### src/rtl/reloj_pkg.sv
// ---------------------------------------------------------------------------
// reloj_pkg
// Shared definitions for the RTC field decoders (seconds, minutes, hours).
//   estado_t : decoder FSM states
//   SEG_MAX, MIN_MAX, HORA_MAX : highest legal decoded value per field
// ---------------------------------------------------------------------------
package reloj_pkg;

    typedef enum logic [2:0] {
        REPOSO    = 3'd0,
        VERIFICA  = 3'd1,
        CONVIERTE = 3'd2,
        ENTREGA   = 3'd3,
        RECHAZO   = 3'd4
    } estado_t;

    localparam int SEG_MAX  = 59;
    localparam int MIN_MAX  = 59;
    localparam int HORA_MAX = 23;

endpackage

### src/rtl/decodificador_segundos_bcd_if.sv
// ---------------------------------------------------------------------------
// decodificador_segundos_bcd_if
// Bus between the RTC register reader (master) and a BCD field decoder
// (slave).
//   datos_in    : packed BCD byte, [7:4] tens, [3:0] units   (master -> slave)
//   dato_valido : one-cycle strobe qualifying datos_in       (master -> slave)
//   listo       : decoder will accept a strobe this cycle    (slave -> master)
//   seg_bin     : last good decoded value, N bits            (slave -> master)
//   seg_valido  : pulse, seg_bin updated                     (slave -> master)
//   cambio      : pulse with seg_valido, value changed       (slave -> master)
//   error_bcd   : pulse, byte rejected                       (slave -> master)
//   sobrecarga  : sticky overrun flag                        (slave -> master)
//   cuenta_err  : saturating error count, ERR_W bits         (slave -> master)
// ---------------------------------------------------------------------------
interface decodificador_segundos_bcd_if #(
    parameter int N     = 6,
    parameter int ERR_W = 8
) ();

    logic [7:0]       datos_in;
    logic             dato_valido;
    logic             listo;
    logic [N-1:0]     seg_bin;
    logic             seg_valido;
    logic             cambio;
    logic             error_bcd;
    logic             sobrecarga;
    logic [ERR_W-1:0] cuenta_err;

    modport master (
        output datos_in, dato_valido,
        input  listo, seg_bin, seg_valido, cambio, error_bcd, sobrecarga, cuenta_err
    );

    modport slave (
        input  datos_in, dato_valido,
        output listo, seg_bin, seg_valido, cambio, error_bcd, sobrecarga, cuenta_err
    );

endinterface

### src/rtl/decodificador_segundos_bcd_bcd_a_bin.sv
// ---------------------------------------------------------------------------
// bcd_a_bin
// Combinational packed-BCD to binary converter with range check. Reusable
// for the seconds, minutes and hours decoders through MAX_VAL.
//   bcd   : packed BCD input, [7:4] tens, [3:0] units
//   legal : both digits <= 9 and the decoded value <= MAX_VAL
//   bin   : decoded value truncated to N bits (meaningful only when legal)
// ---------------------------------------------------------------------------
module bcd_a_bin #(
    parameter int MAX_VAL = 59,
    parameter int N       = 6
) (
    input  logic [7:0]   bcd,
    output logic         legal,
    output logic [N-1:0] bin
);

    localparam logic [7:0] MAX_B = 8'(MAX_VAL);

    logic [3:0] decenas;
    logic [3:0] unidades;
    logic [7:0] valor;

    assign decenas  = bcd[7:4];
    assign unidades = bcd[3:0];

    // tens*10 as (tens<<3) + (tens<<1). Kept 8 bits wide so that illegal
    // digits (up to 15*10+15) cannot alias into the legal range.
    assign valor = {1'b0, decenas, 3'b000}
                 + {3'b000, decenas, 1'b0}
                 + {4'b0000, unidades};

    assign legal = (decenas <= 4'd9) && (unidades <= 4'd9) && (valor <= MAX_B);
    assign bin   = valor[N-1:0];

endmodule

### src/rtl/decodificador_segundos_bcd.sv
// ---------------------------------------------------------------------------
// decodificador_segundos_bcd
// Receive-side decoder for the RTC seconds field. Validates the packed BCD
// byte, converts it to binary, holds the last good value and flags changes,
// rejections and overruns. All outputs are registered.
//   clk   : system clock
//   reset : asynchronous, active-low reset
//   bus   : slave side of decodificador_segundos_bcd_if (see interface)
// Timing: strobe in cycle T -> seg_valido in T+3 (listo back in T+4), or
// error_bcd in T+2 (listo back in T+3).
// ---------------------------------------------------------------------------
module decodificador_segundos_bcd
    import reloj_pkg::*;
#(
    parameter int MAX_VAL = SEG_MAX,
    parameter int N       = 6,
    parameter int ERR_W   = 8
) (
    input  logic clk,
    input  logic reset,
    decodificador_segundos_bcd_if.slave bus
);

    estado_t          estado;
    estado_t          estado_sig;

    logic [7:0]       captura;
    logic             legal;
    logic [N-1:0]     bin_conv;

    logic             listo_q;
    logic [N-1:0]     seg_bin_q;
    logic [N-1:0]     previo_q;
    logic             seg_valido_q;
    logic             cambio_q;
    logic             error_q;
    logic             sobrecarga_q;
    logic [ERR_W-1:0] cuenta_q;

    logic             sobre_evt;
    logic             rechazo_evt;

    function automatic logic [ERR_W-1:0] inc_sat(input logic [ERR_W-1:0] v);
        return (&v) ? v : v + ERR_W'(1);
    endfunction

    bcd_a_bin #(
        .MAX_VAL (MAX_VAL),
        .N       (N)
    ) u_conv (
        .bcd   (captura),
        .legal (legal),
        .bin   (bin_conv)
    );

    // listo_q mirrors (estado == REPOSO), so a strobe seen while it is low
    // is an overrun and never disturbs the byte in flight.
    assign sobre_evt   = bus.dato_valido && !listo_q;
    assign rechazo_evt = (estado == VERIFICA) && !legal;

    always_ff @(posedge clk or negedge reset) begin
        if (!reset) begin
            estado <= REPOSO;
        end else begin
            estado <= estado_sig;
        end
    end

    always_comb begin
        estado_sig = estado;
        case (estado)
            REPOSO:    if (bus.dato_valido) estado_sig = VERIFICA;
            VERIFICA:  estado_sig = legal ? CONVIERTE : RECHAZO;
            CONVIERTE: estado_sig = ENTREGA;
            ENTREGA:   estado_sig = REPOSO;
            RECHAZO:   estado_sig = REPOSO;
            default:   estado_sig = REPOSO;
        endcase
    end

    always_ff @(posedge clk or negedge reset) begin
        if (!reset) begin
            captura      <= '0;
            listo_q      <= 1'b1;
            seg_bin_q    <= '0;
            previo_q     <= '0;
            seg_valido_q <= 1'b0;
            cambio_q     <= 1'b0;
            error_q      <= 1'b0;
            sobrecarga_q <= 1'b0;
            cuenta_q     <= '0;
        end else begin
            listo_q      <= (estado_sig == REPOSO);
            // Pulses are registered one state early so they are high exactly
            // while the FSM sits in ENTREGA / RECHAZO.
            seg_valido_q <= (estado == CONVIERTE);
            cambio_q     <= (estado == CONVIERTE) && (bin_conv != previo_q);
            error_q      <= rechazo_evt;

            if ((estado == REPOSO) && bus.dato_valido) begin
                captura <= bus.datos_in;
            end

            if (estado == CONVIERTE) begin
                seg_bin_q <= bin_conv;
                previo_q  <= bin_conv;
            end

            if (sobre_evt) begin
                sobrecarga_q <= 1'b1;
            end

            // A rejection and an overrun on the same edge count once.
            if (sobre_evt || rechazo_evt) begin
                cuenta_q <= inc_sat(cuenta_q);
            end
        end
    end

    assign bus.listo      = listo_q;
    assign bus.seg_bin    = seg_bin_q;
    assign bus.seg_valido = seg_valido_q;
    assign bus.cambio     = cambio_q;
    assign bus.error_bcd  = error_q;
    assign bus.sobrecarga = sobrecarga_q;
    assign bus.cuenta_err = cuenta_q;

endmodule

### src/flat_wrapper.sv
// flat-port wrapper written by rule: the top's interface ports become plain ports
module decodificador_segundos_bcd_flat import reloj_pkg::*;
#(
    parameter int MAX_VAL = SEG_MAX,
    parameter int N       = 6,
    parameter int ERR_W   = 8
)
  (clk, reset, bus_datos_in, bus_dato_valido, bus_listo, bus_seg_bin, bus_seg_valido, bus_cambio, bus_error_bcd, bus_sobrecarga, bus_cuenta_err);
  decodificador_segundos_bcd_if #(.N(N), .ERR_W(ERR_W)) bus_i ();
  input  logic clk;
  input  logic reset;
  input wire logic [$bits(bus_i.datos_in)-1:0] bus_datos_in;
  input wire logic [$bits(bus_i.dato_valido)-1:0] bus_dato_valido;
  output wire logic [$bits(bus_i.listo)-1:0] bus_listo;
  output wire logic [$bits(bus_i.seg_bin)-1:0] bus_seg_bin;
  output wire logic [$bits(bus_i.seg_valido)-1:0] bus_seg_valido;
  output wire logic [$bits(bus_i.cambio)-1:0] bus_cambio;
  output wire logic [$bits(bus_i.error_bcd)-1:0] bus_error_bcd;
  output wire logic [$bits(bus_i.sobrecarga)-1:0] bus_sobrecarga;
  output wire logic [$bits(bus_i.cuenta_err)-1:0] bus_cuenta_err;
  assign bus_i.datos_in = bus_datos_in;
  assign bus_i.dato_valido = bus_dato_valido;
  assign bus_listo = bus_i.listo;
  assign bus_seg_bin = bus_i.seg_bin;
  assign bus_seg_valido = bus_i.seg_valido;
  assign bus_cambio = bus_i.cambio;
  assign bus_error_bcd = bus_i.error_bcd;
  assign bus_sobrecarga = bus_i.sobrecarga;
  assign bus_cuenta_err = bus_i.cuenta_err;
  decodificador_segundos_bcd #(.MAX_VAL(MAX_VAL), .N(N), .ERR_W(ERR_W)) u_core (.clk(clk), .reset(reset), .bus(bus_i));
endmodule
### config.mk
export PLATFORM = sky130hd
export DESIGN_NAME = decodificador_segundos_bcd_flat
export DESIGN_NICKNAME = d
export VERILOG_FILES = /design/src/rtl/reloj_pkg.sv /design/src/rtl/decodificador_segundos_bcd_if.sv /design/src/rtl/decodificador_segundos_bcd_bcd_a_bin.sv /design/src/rtl/decodificador_segundos_bcd.sv /design/src/flat_wrapper.sv
export SDC_FILE = /design/constraint.sdc
export NUM_CORES = 1
export LEC_CHECK = 0
export CAP_MARGIN = 20
export CORE_MARGIN = 2
export CORE_UTILIZATION = 55
export CTS_BUF_LIST = sky130_fd_sc_hd__clkbuf_4 sky130_fd_sc_hd__clkbuf_8 sky130_fd_sc_hd__clkbuf_16
export CTS_CLUSTER_DIAMETER = 150
export CTS_CLUSTER_SIZE = 8
export DETAILED_ROUTE_END_ITERATION = 10
export GPL_ROUTABILITY_DRIVEN = 0
export HOLD_SLACK_MARGIN = 0.08
export PLACE_DENSITY_LB_ADDON = 0.15
export SYNTH_ARGS = -nofsm -noshare
export SYNTH_HDL_FRONTEND = slang
export SYNTH_SLANG_ARGS = --single-unit
### constraint.sdc
create_clock -name clk -period 6.39 [get_ports clk]
set_input_delay 0.639 -clock clk [delete_from_list [all_inputs] [get_ports clk]]
set_output_delay 0.639 -clock clk [all_outputs]
set_load 0.02 [all_outputs]
==> results of run 1 <==
per-layer routing:
metal / vias to the layer above / wire, µm
li1: 544 / -
met1: 531 / 1250
met2: 23 / 1500
met3: 7 / 137
met4: 0 / 81
met5: - / 0
critical path, delay by kind of cell, from the launching register on:
family / cells / cell delay, ps
fa+ha+maj: 2 / 940
flops: 1 / 410
compound gates: 2 / 550
mux: 2 / 610
buf+inv: 1 / 90
simple gates: 1 / 200
area by class of cell:
cell class | count | area (µm²)
clock buffer | 8 | 78.8
fill | 210 | 756
inverter | 11 | 41.3
multi-input combinational | 96 | 769
sequential | 30 | 752
tap | 31 | 38.8
timing repair buffer | 30 | 298
flip-flops by register name, summed over array words and instances (netlist names):
name / flops
u_core.bus.sobrecarga: 1
u_core.bus.listo: 1
u_core.bus.seg_bin: 6
u_core.estado: 3
u_core.bus.error_bcd: 1
u_core.bus.cambio: 1
u_core.captura: 8
u_core.bus.seg_valido: 1
u_core.bus.cuenta_err: 8
synthesized netlist by cell type, types with 2 or more instances:
master     n  share of area
nand3_1    3         0.0096
dfrtp_1   29           0.46
mux2_4     2          0.019
nand2b_1   4          0.016
a211oi_1   2         0.0096
clkbuf_1   2         0.0048
inv_1     11          0.026
nor2_1     2         0.0048
xnor2_1    9          0.050
xor2_1     5          0.028
nand2_1   20          0.048
or2_2      3          0.012
o21ai_0    7          0.022
mux2_2     6          0.043
ha_1       8          0.064
and3_1     2         0.0080
and2_1     2         0.0080
a21oi_1    3         0.0096
fa_1       2          0.026
logic make-up (layout without fill, tap and decap cells):
logic type | count (synthesis) | in the layout | share of synthesized area
adders and majority gates | 10 | 10 | 0.0896
buffers and inverters | 13 | 49 | 0.0312
xor gates and xnor gates | 15 | 15 | 0.0888
DFF | 30 | 30 | 0.481
and+or+nand+nor | 42 | 42 | 0.134
AOI/OAI and AO/OA | 21 | 21 | 0.113
muxes | 8 | 8 | 0.0624
per-stage QoR:
step	cell area (µm²)	hold slack, ps	std cells	util
finish	1980	485	206	0.724
global route	1980	518	206	0.724
CTS	1980	489	206	0.724
detailed placement	1900	457	198	0.695
global placement	1900	455	198	0.695
floorplan	1560	343	139	-
power groups by stage:
stage / Sequential [mW] / Combinational (mW) / Clock [mW]
floorplan: 0.384 / 0.513 / 0
global placement: 0.339 / 0.733 / 0
detailed placement: 0.343 / 0.759 / 0
CTS: 0.340 / 0.765 / 0.147
global route: 0.352 / 0.832 / 0.157
finish: 0.340 / 0.757 / 0.141
worst paths after layout:
path,start,to,slack (ps),cells after the start
hold reg to reg,u_core.bus.sobrecarga$_DFFE_PN0P_,u_core.bus.sobrecarga$_DFFE_PN0P_,490,1
hold / removal,u_core.bus.sobrecarga$_DFFE_PN0P_,u_core.bus.sobrecarga$_DFFE_PN0P_,490,1
max in group asynchronous,reset,u_core.bus.listo$_DFF_PN1_,5400,2
min in group asynchronous,reset,u_core.bus.seg_bin[2]$_DFFE_PN0P_,680,2
setup reg to reg,u_core.captura[6]$_DFFE_PN0P_,u_core.bus.cuenta_err[1]$_DFFE_PN0P_,3480,8
setup / recovery,u_core.captura[6]$_DFFE_PN0P_,u_core.bus.cuenta_err[1]$_DFFE_PN0P_,3480,8
==> results.cfg, run 1 <==
[synthesis]
syn_inst = 139
synth_cell_types = 36
syn_area_per_cell_um2 = 11.3
synthesis.nets = 160
ys_seq_elements = 30
ys.flop_type = dfrtp_1
ys_warn_count = 0
netlist_area_um2 = 1560
seq_area_frac_synth = 0.481
synth-edff-count = 0
ys_async_sr_fraction = 1.00

[power_and_ir_drop]
switching_share = 0.434
power_frac_seq = 0.275
comb_power_share = 0.611
p_per_area_nw_per_um2 = 626
power.internal_uw = 700
p_clk_frac = 0.114
p_sw_uw = 538
finalPower_mw = 1.24
ir_drop_mv = 0.411
p_leak_nw = 0.881

[setup_path]
path_cells = inv_1, fa_1, fa_1, nand2b_1, mux2_4, a2111oi_4, a21oi_4, mux2_4
crit_path_max_incr_delay_ps = 490
end_kind = flop
worstPathMaxFanout = 8
critPathLaunchType = flop
required_ps = 6620
cpMaxStageDelayCell = fa_1
critPathKind = flop to flop
worstPathArrival_ps = 3140

[global_route]
grt_util_met3 = 0.0794
grt_use_met2 = 0.337
grt_pass1_vias = 1127
top_usage_layer = met2
globalRouteOverflowTotal = 0
antenna_found_initial = 0
use_met1 = 0.257
grt_pass1_wl_um = 5130
grt_start_max_net_pins = 31
grtUsageTotal = 0.214

[layout]
area.growth.synth_to_final_pct = 26.5
num_antenna_cells = 0
layout-drive-gt1-share = 0.160
fin_nets = 195
layout_common_cells = clkdlybuf4s50_1 (29), dfrtp_1 (29), nand2_1 (20), inv_1 (11), xnor2_1 (9)

[floorplanning]
die_h_um = 57.3
dieArea_um2 = 3290
num_rows = 19
die_x_um = 57.3
coreArea_um2 = 2730
floorplan.initialDensity = 0.572
io_pins = 30

[clocking]
cts_setup_buffers = 0
path_clk_slew_ps = 90
cts_buffer_depth = 2
tritoncts = done
clock_latency_ps = 330
cts_resized = 0
cts_inserted_buffers = 5
cts-root-buf = clkbuf_4
h-tree-depth = 2
clkSinkCount = 30
cts_hold_buf = 0

[sta]
fin_crit_sh = 0.456
max-slew-margin-rel = 0.281
final_hold_viol_count = 0
period_minus_slack_ps = 2910
finalSetupTns_ps = 0
tightest_slew_ps = 1080
finalWorstSetupSlack_ps = 3480
setup_violations = 0
fmaxAchievable_mhz = 343
skew_ps = 4.62
rsz0062_at_grt = no
report.final.slew_viol_count = 0

[detailed_routing]
vias = 1105
drt-initial-drc-count = 20
ant_nets = 0
wl_um = 2960
avgViaCountPerCell = 5.36
dr.pass1.iters = 4
drc = 0
wl_per_cell_um = 14.4

[job]
cap_violations = 0

[placement]
place_ws_ps = 3470
place.port_buffers = 29
hpwlAfterDp_um = 2170

[min_path]
hold_path.class = flop to flop

[outcome]
status = complete, no violations
Power figures use the tool's default switching activity.
==> run 2: changes to the inputs <==
CORE_UTILIZATION = 51   (was 55)
clock period = 2.7 ns   (was 6.39 ns; I/O delays follow)
==> results.cfg, run 2 (synthesized netlist as in run 1, its figures left out) <==
[setup_path]
critPathKind = flop to flop
end_kind = flop
cpMaxStageDelayCell = fa_1
worstPathArrival_ps = 3010
required_ps = 2930
critPathLaunchType = flop
path_cells = inv_2, fa_1, fa_2, xor2_2, a2111oi_4, o32ai_4, a21oi_4, mux2_4
crit_path_max_incr_delay_ps = 530
worstPathMaxFanout = 8

[sta]
fmaxAchievable_mhz = 360
setup_violations = 6
final_hold_viol_count = 0
rsz0062_at_grt = yes
fin_crit_sh = 1.03
tightest_slew_ps = 520
skew_ps = 12.9
report.final.slew_viol_count = 0
period_minus_slack_ps = 2780
max-slew-margin-rel = 0.652
finalWorstSetupSlack_ps = -76.2

[floorplanning]
coreArea_um2 = 2980
die_x_um = 59.4
dieArea_um2 = 3530
num_rows = 20
floorplan.initialDensity = 0.525
die_h_um = 59.4
io_pins = 30

[placement]
place_ws_ps = -159
hpwlAfterDp_um = 2360
place.port_buffers = 29
postPlaceCellArea_um2 = 1990

[clocking]
clock_latency_ps = 340
h-tree-depth = 2
cts_inserted_buffers = 5
cts_hold_buf = 0
tritoncts = done
cts-root-buf = clkbuf_4
clkSinkCount = 30
path_clk_slew_ps = 110
cts_buffer_depth = 2

[global_route]
grt_start_max_net_pins = 31
grt_pass1_vias = 1225
grt_pass1_wl_um = 5530
grtUsageTotal = 0.215
antenna_found_initial = 0
globalRouteOverflowTotal = 0

[detailed_routing]
drt-initial-drc-count = 36
ant_nets = 0
drc = 0
wl_per_cell_um = 14.8
avgViaCountPerCell = 5.31
wl_um = 3260
dr.pass1.iters = 4
vias = 1169

[layout]
fill_cells = 215
layout-drive-gt1-share = 0.267
fin_nets = 207
layout_common_cells = clkdlybuf4s50_1 (29), dfrtp_1 (29), nand2_1 (20), buf_4 (13), xnor2_1 (9)
area.growth.synth_to_final_pct = 35.4
postLayoutCellArea_um2 = 2120
num_antenna_cells = 0

[min_path]
hold_path.class = input port to async pin

[outcome]
status = finished, violations left
violations = setup timing

[job]
cap_violations = 0
[run 2: cell type report]
type	instances	area [µm²]	share of cell area
inverters	11	41.3	0.0195
multi-input cells	96	831	0.392
clock inverters	1	5.00	0.00236
clock buffers	7	58.8	0.0278
well taps	33	41.3	0.0195
repair buffers	42	388	0.183
flip-flops and latches	30	752	0.355
[run 2: metrics by stage]
| step | utilization | hold WS, ps | instances | TNS, ps |
|---|---|---|---|---|
| detailed placement | 0.667 | 487 | 211 | -689 |
| CTS | 0.704 | 325 | 220 | -47.0 |
| global placement | 0.667 | 455 | 211 | -59.6 |
| floorplan | - | -25.6 | 139 | -7.24 |
| finish | 0.711 | 305 | 220 | -221 |
| global route | 0.711 | 333 | 220 | -893 |
[run 2: repair_timing]
| item | CTS | global route |
|---|---|---|
| buffers inserted | 1 | 0 |
| endpoints found under the hold margin | 0 | 0 |
| endpoints found under the setup margin | 8 | 8 |
| pin swaps | 8 | 2 |
| gates resized for setup | 6 | 5 |
[run 2: routing by layer]
metal	wire length, µm	up-vias	track usage	share of wire
met3	83	3	0.0655	0.025
met2	1690	18	0.358	0.52
li1	-	569	-	-
met1	1460	579	0.270	0.45
met5	0	-	0	0
met4	27	0	0.0584	0.0083
[run 2: path summary, 6_finish.rpt]
| path | cells after the start | slack (ps) | to | from |
|---|---|---|---|---|
| max reg2reg | 8 | -80 | u_core.bus.cuenta_err[1]$_DFFE_PN0P_ | u_core.captura[3]$_DFFE_PN0P_ |
| max in group asynchronous | 2 | 2050 | u_core.bus.listo$_DFF_PN1_ | reset |
| max | 8 | -80 | u_core.bus.cuenta_err[1]$_DFFE_PN0P_ | u_core.captura[3]$_DFFE_PN0P_ |
| min reg2reg | 1 | 500 | u_core.bus.sobrecarga$_DFFE_PN0P_ | u_core.bus.sobrecarga$_DFFE_PN0P_ |
| min in group clk | 3 | 490 | u_core.captura[3]$_DFFE_PN0P_ | bus_datos_in[3] |
| min | 2 | 300 | u_core.captura[2]$_DFFE_PN0P_ | reset |
[run 2: critical path, delay by kind of cell (launching register included)]
family	cells	cell delay, ps
xor gates and xnor gates	1	200
muxes	1	330
buffers and inverters	1	50
AOI/OAI and AO/OA	3	790
adders and majority gates	2	930
DFF	1	380
Power of run 2 is left out: the tool's default activity adds up to more than one toggle a clock period on the data nets, which glitch-free logic cannot reach.
==> run 3: changes to the inputs <==
ABC_CLOCK_PERIOD_IN_PS = 2700   (was unset)
CAP_MARGIN = unset   (was 20)
==> results of run 3 <==
Final layout, timing and power as in run 2 (identical DEF).
Power of run 3 is left out for the same reason.
